<file path="config.mk">
export PLATFORM = sky130hd
export DESIGN_NAME = i2c_master_seq
export DESIGN_NICKNAME = d
export VERILOG_FILES = /design/src/rtl/i2c_master_seq.sv
export SDC_FILE = /design/constraint.sdc
export NUM_CORES = 1
export LEC_CHECK = 0
export CORE_ASPECT_RATIO = 0.8
export CORE_UTILIZATION = 50
export DETAILED_ROUTE_END_ITERATION = 16
export GPL_TIMING_DRIVEN = 0
export PLACE_DENSITY = 0.82
export REMOVE_ABC_BUFFERS = 1
export SLEW_MARGIN = 20
export SYNTH_ARGS = -nofsm -noshare
export SYNTH_HDL_FRONTEND = slang
export SYNTH_SLANG_ARGS = --single-unit
</file>
<file path="constraint.sdc">
create_clock -name clk -period 2.29 [get_ports clk]
set_clock_uncertainty 0.2 [all_clocks]
set_input_delay 0.458 -clock clk [delete_from_list [all_inputs] [get_ports clk]]
set_output_delay 0.458 -clock clk [all_outputs]
set_load 0.05 [all_outputs]
</file>
<file path="src/rtl/i2c_master_seq.sv">
// Single-byte I2C master sequencer: START, address+R/W, ACK, one data byte,
// ACK/NACK, STOP on an open-drain SDA with a push-pull SCL.
module i2c_master_seq #(
  parameter int QTR = 125
) (
  input  logic       clk,
  input  logic       rst,
  input  logic       start,
  input  logic       rw,
  input  logic [6:0] addr,
  input  logic [7:0] wdata,
  input  logic       sda_i,
  output logic       scl,
  output logic       sda_oe,
  output logic       busy,
  output logic       done,
  output logic       ack_err,
  output logic [7:0] rdata
);

  localparam int QW = $clog2(QTR);
  localparam logic [QW-1:0] QMAX = QW'(QTR - 1);

  typedef enum logic [2:0] {
    S_IDLE, S_START, S_ADDR, S_ACK1, S_DATA, S_ACK2, S_STOP
  } state_t;

  state_t      state, state_nxt;
  logic [QW-1:0] qcnt;
  logic [1:0]  q;
  logic [2:0]  bitn;
  logic        rw_r;
  logic [6:0]  addr_r;
  logic [7:0]  wdata_r;
  logic [7:0]  rx_sh;
  logic [7:0]  frame;

  logic tick, phase_end, sample, accept;

  assign tick      = (qcnt == QMAX);
  assign phase_end = tick && (q == 2'd3);
  assign sample    = tick && (q == 2'd2);
  // The clock that pulses done is still the tail of the transaction, so a
  // start seen there is dropped rather than chaining a new command.
  assign accept    = (state == S_IDLE) && start && !done;
  assign frame     = {addr_r, rw_r};
  assign busy      = (state != S_IDLE);

  always_ff @(posedge clk) begin
    if (rst) state <= S_IDLE;
    else     state <= state_nxt;
  end

  always_comb begin
    // NOTE: every output of this block gets a default first so that no path
    // through the case leaves a signal unassigned and infers a latch.
    state_nxt = state;
    scl       = 1'b1;
    sda_oe    = 1'b0;
    unique case (state)
      S_IDLE: begin
        if (accept) state_nxt = S_START;
      end
      S_START: begin
        sda_oe = q[1];
        if (phase_end) state_nxt = S_ADDR;
      end
      S_ADDR: begin
        scl    = q[1];
        sda_oe = ~frame[3'd7 - bitn];
        if (phase_end && bitn == 3'd7) state_nxt = S_ACK1;
      end
      S_ACK1: begin
        scl = q[1];
        if (phase_end) state_nxt = ack_err ? S_STOP : S_DATA;
      end
      S_DATA: begin
        scl    = q[1];
        sda_oe = rw_r ? 1'b0 : ~wdata_r[3'd7 - bitn];
        if (phase_end && bitn == 3'd7) state_nxt = S_ACK2;
      end
      S_ACK2: begin
        scl = q[1];
        if (phase_end) state_nxt = S_STOP;
      end
      S_STOP: begin
        scl    = (q != 2'd0);
        sda_oe = ~q[1];
        if (phase_end) state_nxt = S_IDLE;
      end
      default: state_nxt = S_IDLE;
    endcase
  end

  // NOTE: sequential state uses non-blocking assignments only, so every
  // register samples the pre-edge values of its neighbours.
  always_ff @(posedge clk) begin
    if (rst) begin
      qcnt    <= '0;
      q       <= 2'd0;
      bitn    <= 3'd0;
      rw_r    <= 1'b0;
      addr_r  <= 7'h00;
      wdata_r <= 8'h00;
      rx_sh   <= 8'h00;
      rdata   <= 8'h00;
      ack_err <= 1'b0;
      done    <= 1'b0;
    end else begin
      done <= 1'b0;
      if (accept) begin
        rw_r    <= rw;
        addr_r  <= addr;
        wdata_r <= wdata;
        ack_err <= 1'b0;
        qcnt    <= '0;
        q       <= 2'd0;
        bitn    <= 3'd0;
      end else if (state != S_IDLE) begin
        qcnt <= tick ? '0 : qcnt + QW'(1);
        if (tick) q <= q + 2'd1;
        if (phase_end && (state == S_ADDR || state == S_DATA)) bitn <= bitn + 3'd1;

        // sda_i matters only on the last clock of q2, while SCL is high.
        if (sample) begin
          if (state == S_ACK1 && sda_i)          ack_err <= 1'b1;
          if (state == S_ACK2 && !rw_r && sda_i) ack_err <= 1'b1;
          if (state == S_DATA && rw_r)           rx_sh   <= {rx_sh[6:0], sda_i};
        end

        if (phase_end && state == S_DATA && rw_r && bitn == 3'd7) rdata <= rx_sh;
        if (phase_end && state == S_STOP) done <= 1'b1;
      end
    end
  end

endmodule
</file>
==> run_results.csv, run 1 <==
group,metric,value,unit
status,status,"complete, but fails checks",
status,violations,"negative setup slack",
synth,yosys_warnings,0,
global_route,grt-ovfl-total,0,
global_route,grt_max_degree,39,
power_and_ir_drop,swShare,0.321,
synth,synth_ff_type,"dfxtp_1",
clocking,htreeDepth,2,
route,routed.top_layer,"met4",
cells_and_area,finalNetCount,306,
cells_and_area,seq_area,991,sq um
power_and_ir_drop,clock_power_share,0.305,
route,drt-total-wl,4.06,mm
global_route,grt_pass1_wl,6.42,mm
die,coreArea,4230,sq um
timing,slew_viol_final,0,
power_and_ir_drop,power.internal,1.59,mW
route,drtIter0Drc,94,
route,dr_wl_met3,162,um
timing,rsz0062_at_grt,"true",
power_and_ir_drop,vdd_drop_max,0.452,mV
clocking,cts_made_buffers,5,
power_and_ir_drop,pwr-share-seq,0.440,
power_and_ir_drop,p_switching,0.755,mW
power_and_ir_drop,p_per_area,868,nW/um^2
global_route,grt.total_usage,0.177,
power_and_ir_drop,combPwrFrac,0.255,
cells_and_area,multiInputGateArea,1160,sq um
setup_path,cpMaxStageDelayCell,"mux4_2",
power_and_ir_drop,leakagePower,1.12,nW
synth,synthTopCellsByCount,"dfxtp_1, nand2_1, nor2_1",
timing,max_slew_margin,0.554,
timing,fin_ws,-0.109,ns
route,wl_met2,1.77,mm
placed_design,pre_cts_slack,-0.631,ns
cells_and_area,syn_to_final_growth,20.7,%
setup_path,worstSetupEndpointType,"output pin",
setup_path,start_kind,"register",
placed_design,io_buffers,32,
die,io_pins,33,
cells_and_area,fillers,360,
die,die_h,61.9,um
placed_design,hpwlAfterDp,2.75,mm
timing,setup_violations,1,
route,drc_errors,0,
clocking,clockBufferDepth,2,
clocking,clock_latency,0.30,ns
synth,synthTopCellsByArea,"dfxtp_1, mux2i_1, nand2_1",
timing,hold_viol,0,
synth,synth_top_cell_by_area,"dfxtp_1",
synth,synth-seq-cells,49,
timing,fmax,0.417,GHz
die,die_area,4760,sq um
clocking,clk_pin_slew,0.09,ns
placed_design,placed_cell_area,2550,sq um
route,dr.pass1.iters,4,
die,rows,21,
synth,synth-async-reset-ratio,0,
route,vias,1731,
route,drt-met1-wl,2.04,mm
clocking,cts.sinks,49,
synth,postSynthAreaPerCell,8.96,sq um
synth,yosysTopAreaCellShare,0.438,
synth,syn-instance-count,250,
synth,synth_edf_count,0,
setup_path,critPathMaxFanout,5,
setup_path,crit_type,"register to output pin",
setup_path,crit_chain,"mux4_2, mux2i_1, nand4_1, nand3_1, buf_6",
job,cap_viol_max_count,0,
cells_and_area,diodes,0,
synth,synth.cell_area,2240,sq um
setup_path,rrSetupSlack,0.24,ns
clocking,clock_tree.root_cell,"clkbuf_8",
setup_path,cp.arrival,1.74,ns
placed_design,place_congestion,0.862,
synth,yosysMostFrequentCell,"dfxtp_1",
clocking,cts_tree,"built",
synth,synth_cell_types,33,
setup_path,max_stage_delay,0.51,ns
die,die_w,76.9,um
timing,period_needed,2.40,ns
worst_hold_path,min_path_type,"register to register",
global_route,grt_pass1_vias,1439,
cells_and_area,drive_above_1_share,0.0971,
route,postRouteAntennaNets,0,
cells_and_area,fin_area,2710,sq um
die,start_util,0.530,
route,wire_per_inst,12.1,um
timing,fin_crit_sh,1.05,
global_route,antenna_found_initial,0,
setup_path,crit_required,1.63,ns
timing,worst_pin_slew,0.669,ns
route,viasPerCell,5.17,
synth,yosysSeqAreaShare,0.438,
[per-layer routing]
metal / global-route usage / vias up
met1: 0.225 / 775
met4: 0.0907 / 0
met3: 0.0482 / 12
li1: - / 896
met5: 0 / -
met2: 0.283 / 48
[placed cells by master, fill, tap and decap left out, types with 2 or more instances in the layout]
| cell type | Yosys | layout |
|---|---|---|
| nor3_1 | 2 | 2 |
| mux2i_1 | 23 | 23 |
| ha_1 | 9 | 9 |
| clkbuf_8 | 0 | 5 |
| mux4_2 | 4 | 4 |
| a31oi_1 | 3 | 3 |
| and2_1 | 2 | 2 |
| xor2_1 | 3 | 3 |
| nand3_1 | 5 | 5 |
| dfxtp_4 | 0 | 2 |
| nor3_4 | 2 | 2 |
| nor2_1 | 39 | 38 |
| o21ai_0 | 4 | 4 |
| buf_4 | 0 | 2 |
| a21oi_1 | 22 | 22 |
| bufinv_16 | 0 | 2 |
| clkdlybuf4s50_1 | 0 | 28 |
| nand4_1 | 3 | 3 |
| nand2b_1 | 2 | 2 |
| dfxtp_2 | 0 | 2 |
| nand2_1 | 40 | 40 |
| or3_1 | 3 | 3 |
| xnor2_1 | 4 | 4 |
| inv_1 | 7 | 7 |
| dfxtp_1 | 49 | 45 |
[flip-flops by register name, indices dropped and copies added, names as in the netlist, 2 cells and up]
register  count
state         3
wdata_r       8
qcnt          7
rx_sh         8
rdata         8
addr_r        7
bitn          3
q             2
[critical path, delay by kind of cell, from the launching register on]
kind	cells	cell delay, ns
muxes	2	0.66
DFF	1	0.40
and+or+nand+nor	2	0.21
buffers and inverters	1	0.16
[through the flow]
stage	std cells	total power [mW]	util	TNS (ns)	hold slack [ns]
2_1_floorplan	237	1.46	-	-0.430	0.227
3_3_place_gp	326	1.64	0.605	-8.86	0.240
3_5_place_dp	326	1.65	0.603	-6.05	0.246
4_1_cts	334	2.36	0.637	-0.149	0.259
5_1_grt	335	2.48	0.639	-0.178	0.283
6_report	335	2.35	0.639	-0.109	0.258
[timing repair]
item                       CTS  global route
setup buffers                0             1
setup endpoints to repair   15             6
hold buffers                 0             0
pin swaps                    0             1
resized for setup           22             3
[worst paths after layout]
path | startpoint | end | cells after the start
worst max register to register | qcnt[0] | rx_sh[4] | 7
worst min-delay path | wdata_r[3] | wdata_r[3] | 2
worst max-delay path | bitn[0] | sda_oe | 5
worst min register to register | wdata_r[3] | wdata_r[3] | 2
[final cells by class]
type                       count  area share
clock inverter                 3      0.0241
tap                           57      0.0264
clock buffer                   5      0.0254
timing repair buffer          33       0.117
sequential                    49       0.366
inverter                       8      0.0111
multi-input combinational    180       0.430
[power groups by stage]
stage,combinational (mW),clock [mW],sequential [mW]
2_1_floorplan,0.439,0,1.03
3_3_place_gp,0.592,0,1.04
3_5_place_dp,0.598,0,1.05
4_1_cts,0.595,0.730,1.03
5_1_grt,0.658,0.772,1.05
6_report,0.599,0.716,1.03
[logic make-up (layout without fill, tap and decap cells)]
logic type,count (synthesis),count (layout),share of synthesized area
AOI/OAI and AO/OA,32,32,0.0771
adders and majority gates,9,9,0.0503
muxes,27,27,0.143
DFF,49,49,0.438
and+or+nand+nor,105,105,0.218
xor gates and xnor gates,7,7,0.0274
buffers and inverters,21,49,0.0469
(Power assumes the default switching activity.)
==> run 2: changes to the inputs <==
--- a/config.mk
+++ b/config.mk
@@ -8,7 +8,7 @@
 export CORE_ASPECT_RATIO = 0.8
 export CORE_UTILIZATION = 50
 export DETAILED_ROUTE_END_ITERATION = 16
-export GPL_TIMING_DRIVEN = 0
+export HOLD_SLACK_MARGIN = 0.03
 export PLACE_DENSITY = 0.82
 export REMOVE_ABC_BUFFERS = 1
 export SLEW_MARGIN = 20
==> run 2 against run 1 <==
Against the previous run: the run still ends with negative setup slack left; sequential share of layout area is 1.3 points lower; global-route usage increased by 3.0 points; core utilization is 2.0 points higher; final cell count grew 2.4%; hold slack better by 0.0039 ns; final area is 3.1% higher; first-iteration DRC count increased by 51%; worst setup slack got worse by 0.048 ns; clock power fell by 12%; non-clock buffer count is 8 higher; highest routed layer unchanged.
==> run_results.csv, run 2 (same netlist as run 1, synthesis figures left out) <==
group,metric,value,unit
cells_and_area,syn_to_final_growth,24.5,%
cells_and_area,reg_top3,"rdata (8), rx_sh (8), wdata_r (8)",
die,rows,21,
timing,fin_ws,-0.157,ns
timing,fmax,0.409,GHz
route,drtIter0Drc,142,
power_and_ir_drop,pwr-share-seq,0.420,
timing,hold_viol,0,
clocking,clock_latency,0.31,ns
job,cap_viol_max_count,0,
setup_path,cp_top_family,"multiplexers",
global_route,grt_pass1_vias,1640,
die,coreArea,4230,sq um
die,die_w,76.9,um
die,die_area,4760,sq um
timing,worst_pin_slew,0.498,ns
placed_design,place_congestion,0.919,
worst_hold_path,worstHoldStart,"addr_r[0]",
setup_path,cpMaxStageDelayCell,"mux4_2",
worst_hold_path,hold_depth,2,
cells_and_area,final_cell_mix,"dfxtp_1, nand2_1, nor2_1",
power_and_ir_drop,p_per_area,856,nW/um^2
global_route,antenna_found_initial,0,
setup_path,crit_chain,"mux4_2, mux2i_1, nand4b_1, nand3_2, buf_12",
setup_path,max_stage_delay,0.51,ns
global_route,grt-ovfl-total,0,
global_route,grt.total_usage,0.207,
power_and_ir_drop,vdd_drop_max,0.442,mV
timing,fin_crit_sh,1.07,
setup_path,worstRegToRegCells,7,
cells_and_area,finalNetCount,314,
setup_path,crit_cells,5,
status,violations,"negative setup slack",
timing,slew_viol_final,0,
global_route,grt_max_degree,22,
timing,max_slew_margin,0.667,
power_and_ir_drop,p_switching,0.811,mW
route,drc_errors,0,
global_route,grt_pass1_wl,7.41,mm
setup_path,crit_required,1.63,ns
clocking,htreeDepth,2,
setup_path,startpoint,"bitn[0]",
setup_path,reg2reg_from,"qcnt[0]",
clocking,clockBufferDepth,2,
cells_and_area,fin_util,0.659,
route,postRouteAntennaNets,0,
route,viasPerCell,5.23,
status,status,"complete, but fails checks",
route,dr.pass1.iters,4,
setup_path,crit_type,"register to output pin",
setup_path,cp.arrival,1.79,ns
clocking,cts_made_buffers,5,
route,drt-total-wl,4.50,mm
timing,setup_violations,1,
clocking,clk_pin_slew,0.09,ns
route,wire_per_inst,13.1,um
die,die_h,61.9,um
timing,period_needed,2.45,ns
placed_design,io_buffers,32,
die,start_util,0.530,
setup_path,worstSetupEndpointType,"output pin",
clocking,cts_hold_buf,0,
power_and_ir_drop,p_total,2.39,mW
worst_hold_path,min_path_type,"register to register",
cells_and_area,final_common_cell,"dfxtp_1",
clocking,cts_tree,"built",
setup_path,critPathMaxFanout,5,
power_and_ir_drop,leakagePower,1.16,nW
setup_path,cp_num_buf_inv,1,
clocking,cts.sinks,49,
power_and_ir_drop,power.internal,1.58,mW
power_and_ir_drop,combPwrFrac,0.317,
timing,tns,-0.157,ns
clocking,clock_tree.root_cell,"clkbuf_8",
power_and_ir_drop,swShare,0.340,
setup_path,rrSetupSlack,0.26,ns
setup_path,start_kind,"register",
route,vias,1795,
cells_and_area,diodes,0,
clocking,postCtsSetupBuffers,0,
power_and_ir_drop,clock_power_share,0.263,
placed_design,hpwlAfterDp,3.11,mm
cells_and_area,drive_above_1_share,0.115,
die,io_pins,33,
timing,rsz0062_at_grt,"true",
## run 2: cell types whose count changed in the layout (fill, tap and decap cells not counted), sizes merged
cell	before	now
clkdlybuf4s50	28	29
clkbuf	6	5
buf	4	12
bufinv	2	1
clkinvlp	0	1
## run 2: worst paths after layout
path                                  end
worst min-delay path            addr_r[0]
worst max-delay path               sda_oe
worst min register to register  addr_r[0]
worst max register to register   state[2]
## run 2: through the flow
stage | instance area [sq um] | cells | setup slack (ns) | hold slack [ns]
after floorplan | 2170 | 237 | -0.408 | 0.227
after global placement | 2660 | 335 | 0.100 | 0.245
after detailed placement | 2660 | 335 | 0.0110 | 0.252
after CTS | 2780 | 343 | -0.148 | 0.264
after global routing | 2790 | 343 | -0.232 | 0.286
final | 2790 | 343 | -0.157 | 0.262
## run 2: power groups by stage
stage / Clock, mW / Combinational [mW] / Sequential [mW]
CTS: 0.631 / 0.750 / 1.00
floorplan: 0 / 0.439 / 1.03
detailed placement: 0 / 0.740 / 1.02
global route: 0.674 / 0.826 / 1.02
finish: 0.627 / 0.757 / 1.00
global placement: 0 / 0.731 / 1.02
## run 2: cell type report
cell class | instances | area, sq um
timing repair buffer | 41 | 422
sequential | 49 | 986
clock buffer | 5 | 68.8
tap | 57 | 71.3
clock inverter | 3 | 46.3
multi-input combinational | 180 | 1160
inverter | 8 | 30.0
fill | 355 | 1440
## run 2: worst min-delay path: stages, from the launching register on
cell and delay (ns):
dfxtp_1 0.32, nand2_1 0.05, a21oi_1 0.05
## run 2: layer usage
metal	wire length (um)	vias up	GRT usage	part of all wire
li1	-	911	-	-
met1	2190	818	0.269	0.49
met2	1990	58	0.333	0.44
met3	255	8	0.0496	0.057
met4	59	0	0.0989	0.013
met5	0	-	0	0
## run 2: timing repair
action,CTS,global route
cloned,0,0
resized for setup,5,2
pin swaps,2,1
setup endpoints to repair,2,2
==> run 3: changes to the inputs <==
--- a/config.mk
+++ b/config.mk
@@ -10,7 +10,6 @@
 export DETAILED_ROUTE_END_ITERATION = 16
 export HOLD_SLACK_MARGIN = 0.03
 export PLACE_DENSITY = 0.82
-export REMOVE_ABC_BUFFERS = 1
 export SLEW_MARGIN = 20
 export SYNTH_ARGS = -nofsm -noshare
 export SYNTH_HDL_FRONTEND = slang
==> run 3 against run 2 <==
Against the previous run: critical path type unchanged; largest power group unchanged; die area unchanged; combinational power down 0.7%; the flow still finishes with violations (negative setup slack); routed wire length down 2.6%; core utilization up 0.33 points; register-to-register slack better by 0.03 ns; final area up 0.49%; highest routed layer unchanged; final cell count up 0.58%; sequential power about the same; sequential share of layout area down 0.17 points; critical path depth unchanged; first-iteration DRC count down 31%.
==> run_results.csv, run 3 (same netlist as run 1, synthesis figures left out) <==
group,metric,value,unit
timing,fin_ws,-0.131,ns
route,postRouteAntennaNets,0,
clocking,cts.sinks,49,
status,violations,"negative setup slack",
setup_path,cp_num_buf_inv,1,
cells_and_area,fin_util,0.663,
clocking,cts_tree,"built",
timing,setup_violations,1,
clocking,clock_latency,0.30,ns
cells_and_area,layoutNonFillerInstCount,345,
die,start_util,0.530,
setup_path,start_kind,"register",
setup_path,worstSetupEndpointType,"output pin",
worst_hold_path,hold_depth,2,
global_route,grt-ovfl-total,0,
cells_and_area,diodes,0,
clocking,clk_pin_slew,0.10,ns
route,drtIter0Drc,98,
route,dr.pass1.iters,4,
global_route,antenna_found_initial,0,
placed_design,hpwlAfterDp,3.23,mm
route,drc_errors,0,
route,vias,1769,
setup_path,r2r_end,"state[2]",
setup_path,cp.arrival,1.76,ns
die,die_h,61.9,um
clocking,clockBufferDepth,2,
global_route,grt.total_usage,0.195,
die,die_w,76.9,um
cells_and_area,drive_above_1_share,0.118,
timing,worst_pin_slew,0.499,ns
route,wire_per_inst,12.7,um
die,rows,21,
cells_and_area,fillers,369,
cells_and_area,reg_top3,"rdata (8), rx_sh (8), wdata_r (8)",
setup_path,crit_cells,5,
global_route,grt_max_degree,18,
setup_path,crit_required,1.63,ns
clocking,clock_tree.root_cell,"clkbuf_8",
global_route,grt_pass1_wl,7.16,mm
clocking,postCtsSetupBuffers,0,
timing,rsz0062_at_grt,"true",
worst_hold_path,min_path_type,"register to register",
clocking,htreeDepth,2,
timing,fmax,0.413,GHz
setup_path,rrSetupSlack,0.29,ns
timing,slew_viol_final,0,
setup_path,critPathMaxFanout,5,
clocking,cts_hold_buf,0,
timing,tns,-0.131,ns
route,viasPerCell,5.13,
clocking,cts_made_buffers,5,
cells_and_area,syn_to_final_growth,25.1,%
die,io_pins,33,
cells_and_area,fin_area,2800,sq um
timing,fin_crit_sh,1.06,
setup_path,reg2reg_from,"qcnt[0]",
die,coreArea,4230,sq um
timing,max_slew_margin,0.666,
power_and_ir_drop,leakagePower,1.18,nW
synth,syn_nets,279,
worst_hold_path,holdPathEnd,"wdata_r[6]",
route,drt-total-wl,4.38,mm
placed_design,io_buffers,32,
status,status,"complete, but fails checks",
cells_and_area,final_cell_mix,"dfxtp_1, nand2_1, nor2_1",
setup_path,worstRegToRegCells,7,
worst_hold_path,worstHoldStart,"wdata_r[6]",
placed_design,placed_cell_area,2680,sq um
setup_path,max_stage_delay,0.51,ns
cells_and_area,finalNetCount,316,
power_and_ir_drop,vdd_drop_max,0.417,mV
timing,hold_viol,0,
cells_and_area,final_common_cell,"dfxtp_1",
die,die_area,4760,sq um
setup_path,crit_chain,"mux4_2, mux2i_1, nand4b_1, nand3_2, buf_12",
setup_path,cp_top_family,"multiplexers",
setup_path,cpMaxStageDelayCell,"mux4_2",
timing,period_needed,2.42,ns
placed_design,dp.cells,337,
placed_design,place_congestion,0.831,
job,cap_viol_max_count,0,
power_and_ir_drop,p_per_area,855,nW/um^2
setup_path,crit_type,"register to output pin",
global_route,grt_pass1_vias,1569,
run 3: cell types whose count changed in the layout (fill, tap and decap cells not counted), sizes merged:
| cell | change |
|---|---|
| buf | +2 |
| clkinvlp | -1 |
| inv | +1 |
run 3: final cells by class:
type / instances / area, sq um / area share
multi-input cells: 180 / 1160 / 0.414
repair buffers: 43 / 437 / 0.156
clock inverters: 3 / 50.0 / 0.0179
clock buffers: 5 / 68.8 / 0.0246
flip-flops and latches: 49 / 986 / 0.352
well taps: 57 / 71.3 / 0.0254
inverters: 8 / 30.0 / 0.0107
run 3: power breakdown:
part | internal, mW | total (mW) | switching, mW | leakage [nW]
Clock | 0.335 | 0.642 | 0.307 | 0.0603
Combinational | 0.315 | 0.752 | 0.437 | 0.717
Sequential | 0.937 | 1.00 | 0.0639 | 0.399
run 3: worst max path at each step:
stage / from / endpoint / slack (ns)
2_1_floorplan: state[1] / scl / -0.05
3_3_place_gp: bitn[0] / sda_oe / 0.14
6_report: bitn[0] / sda_oe / -0.13
4_1_cts: bitn[0] / sda_oe / -0.15
5_1_grt: bitn[0] / sda_oe / -0.20
3_5_place_dp: bitn[0] / sda_oe / 0.07
run 3: per-layer routing:
metal	vias up	GRT usage	share of wire
met2	37	0.307	0.45
li1	913	-	-
met5	-	0	0
met4	0	0.0687	0.0082
met1	814	0.269	0.50
met3	5	0.0409	0.038
run 3: metrics by stage:
step | total power [mW] | setup slack (ns) | hold WS [ns]
after floorplan | 1.51 | -0.0499 | 0.233
after global placement | 1.75 | 0.142 | 0.246
after detailed placement | 1.77 | 0.0657 | 0.248
after CTS | 2.40 | -0.154 | 0.262
after global routing | 2.53 | -0.203 | 0.284
final | 2.40 | -0.131 | 0.261
run 3: worst reg2reg max path, cell delays in order, from the launching register on:
cell and delay [ns]:
dfxtp_1 0.39, inv_1 0.07, ha_1 0.20, and2_1 0.20
a31oi_1 0.18, o221ai_1 0.25, or3_1 0.37, o31ai_1 0.07
run 3: what timing repair did:
action,4_1_cts,5_1_grt
pin swaps,0,1
endpoints found under the setup margin,1,2
endpoints found under the hold margin,0,0
resized for setup,2,2
==> patch, RTL diff (settings of run 2) <==
Re-encode `state_t` (7 states) as one-hot, 7 bits wide.
--- a/src/rtl/i2c_master_seq.sv
+++ b/src/rtl/i2c_master_seq.sv
@@ -21,8 +21,8 @@
   localparam int QW = $clog2(QTR);
   localparam logic [QW-1:0] QMAX = QW'(QTR - 1);
 
-  typedef enum logic [2:0] {
-    S_IDLE, S_START, S_ADDR, S_ACK1, S_DATA, S_ACK2, S_STOP
+  typedef enum logic [6:0] {
+    S_IDLE = 7'b0000001, S_START = 7'b0000010, S_ADDR = 7'b0000100, S_ACK1 = 7'b0001000, S_DATA = 7'b0010000, S_ACK2 = 7'b0100000, S_STOP = 7'b1000000
   } state_t;
 
   state_t      state, state_nxt;
Check against the original RTL: no difference found for any inputs over 10 cycles, from zero or initial values and one cycle with rst high; not proved beyond that.
==> patch against run 2 <==
The flow still finishes with violations (negative setup slack). Count of clock-buffer cells in the layout stayed put. Die area is 12% higher. Synthesized area is 12% higher. Via count is 18% higher. Design area is 14% higher. Register-to-register slack worse by 130 ps. Global-route usage is 2.6 points higher. Synthesized cell count is 12% higher. Sequential cell count is 4 higher. Total power is 0.42% higher. Worst setup slack worse by 78 ps. Routed wire length is 22% higher. Highest routed layer unchanged.
==> patch: results (changes against run 2) <==
outcome finished, violations left; violated checks negative setup slack; worst-path fanout max 3 (-2); hold_ws 266.7 ps (+5.078 ps); top cells by count, synth dfxtp_1, nor2_1, nand2_1; FF-to-FF Start state[5]$_SDFFE_PP0P_; GPL Wtd Cong 0.8764 (-4.7%); non-filler cells, final 389 (+13%); RR Endpoint state[0]$_SDFFE_PP1P_; Nets 356 (+13%); post-synthesis sequential area ratio 42.25% (-1.5 points); Worst Hold Path EP addr_r[4]$_SDFFE_PP0P_; vias in the first global route 2043 (+25%); setup_tns -415.0 ps (-257.9 ps); Vias/cell 5.447 (+4.1%); Global Route Usage Sum 23.24% (+2.6 points); Final Setup Violations 2 (+1); top post-synthesis cells by area dfxtp_1, mux2i_1, nor2_1; DRT iter0 DRCs 168 (+18%); DR WL/cell 14.06 um (+7.2%); crit path DAT 1870 ps (+80 ps); HP Start addr_r[4]$_SDFFE_PP0P_; post-synthesis cell type count 44 (+33%); final setup margin -235.3 ps (-78.14 ps); Design Area, Final 3189 um^2 (+14%); share of power burned in combinational logic 33.5% (+1.8 points); dpl cell area 2997 um^2 (+13%)
## patch: layer usage
metal | routed length [um] | share of wire, % | track usage [%] | up-vias
li1 | - | - | - | 1070
met2 | 2589 | 47 | 36.87 | 58
met5 | 0 | 0 | 0 | -
met3 | 275 | 5.0 | 5.139 | 8
met1 | 2540 | 46 | 31.04 | 983
met4 | 63 | 1.2 | 8.036 | 0
## patch: worst max-delay path, stage by stage, from the launching register on
cell and delay (ps):
dfxtp_4 380, mux4_2 500, mux2_4 290, o221ai_2 210, buf_12 170
## patch: cell families after synthesis
group / share of synthesized area [%]
compound gates: 9.517
xor+xnor: 4.185
fa+ha+maj: 3.488
buf+inv: 3.239
flops: 42.25
mux: 12.01
simple gates: 25.31
## patch: worst max-delay path by stage
stage                               from  endpoint  slack, ps  cells past startpoint
CTS                 bitn[0]$_SDFFE_PP0P_    sda_oe       -250                      6
floorplan           bitn[0]$_SDFFE_PP0P_    sda_oe       -440                      3
detailed placement  bitn[0]$_SDFFE_PP0P_    sda_oe        -30                      4
global placement    bitn[0]$_SDFFE_PP0P_    sda_oe         20                      4
global route        bitn[0]$_SDFFE_PP0P_    sda_oe       -310                      6
finish              bitn[0]$_SDFFE_PP0P_    sda_oe       -240                      4
## patch: what timing repair did
| action | 4_1_cts | 5_1_grt |
|---|---|---|
| resized for setup | 14 | 4 |
| buffers inserted | 4 | 3 |
| pin swaps | 2 | 5 |
| setup endpoints to repair | 3 | 3 |
## patch: final cells by class
class                   count  area share [%]
flip-flops and latches     53           33.54
clock buffers               5           2.158
clock inverters             2          0.5100
repair buffers             56           16.59
multi-input cells         208           44.25
inverters                   5          0.5885
well taps                  60           2.354
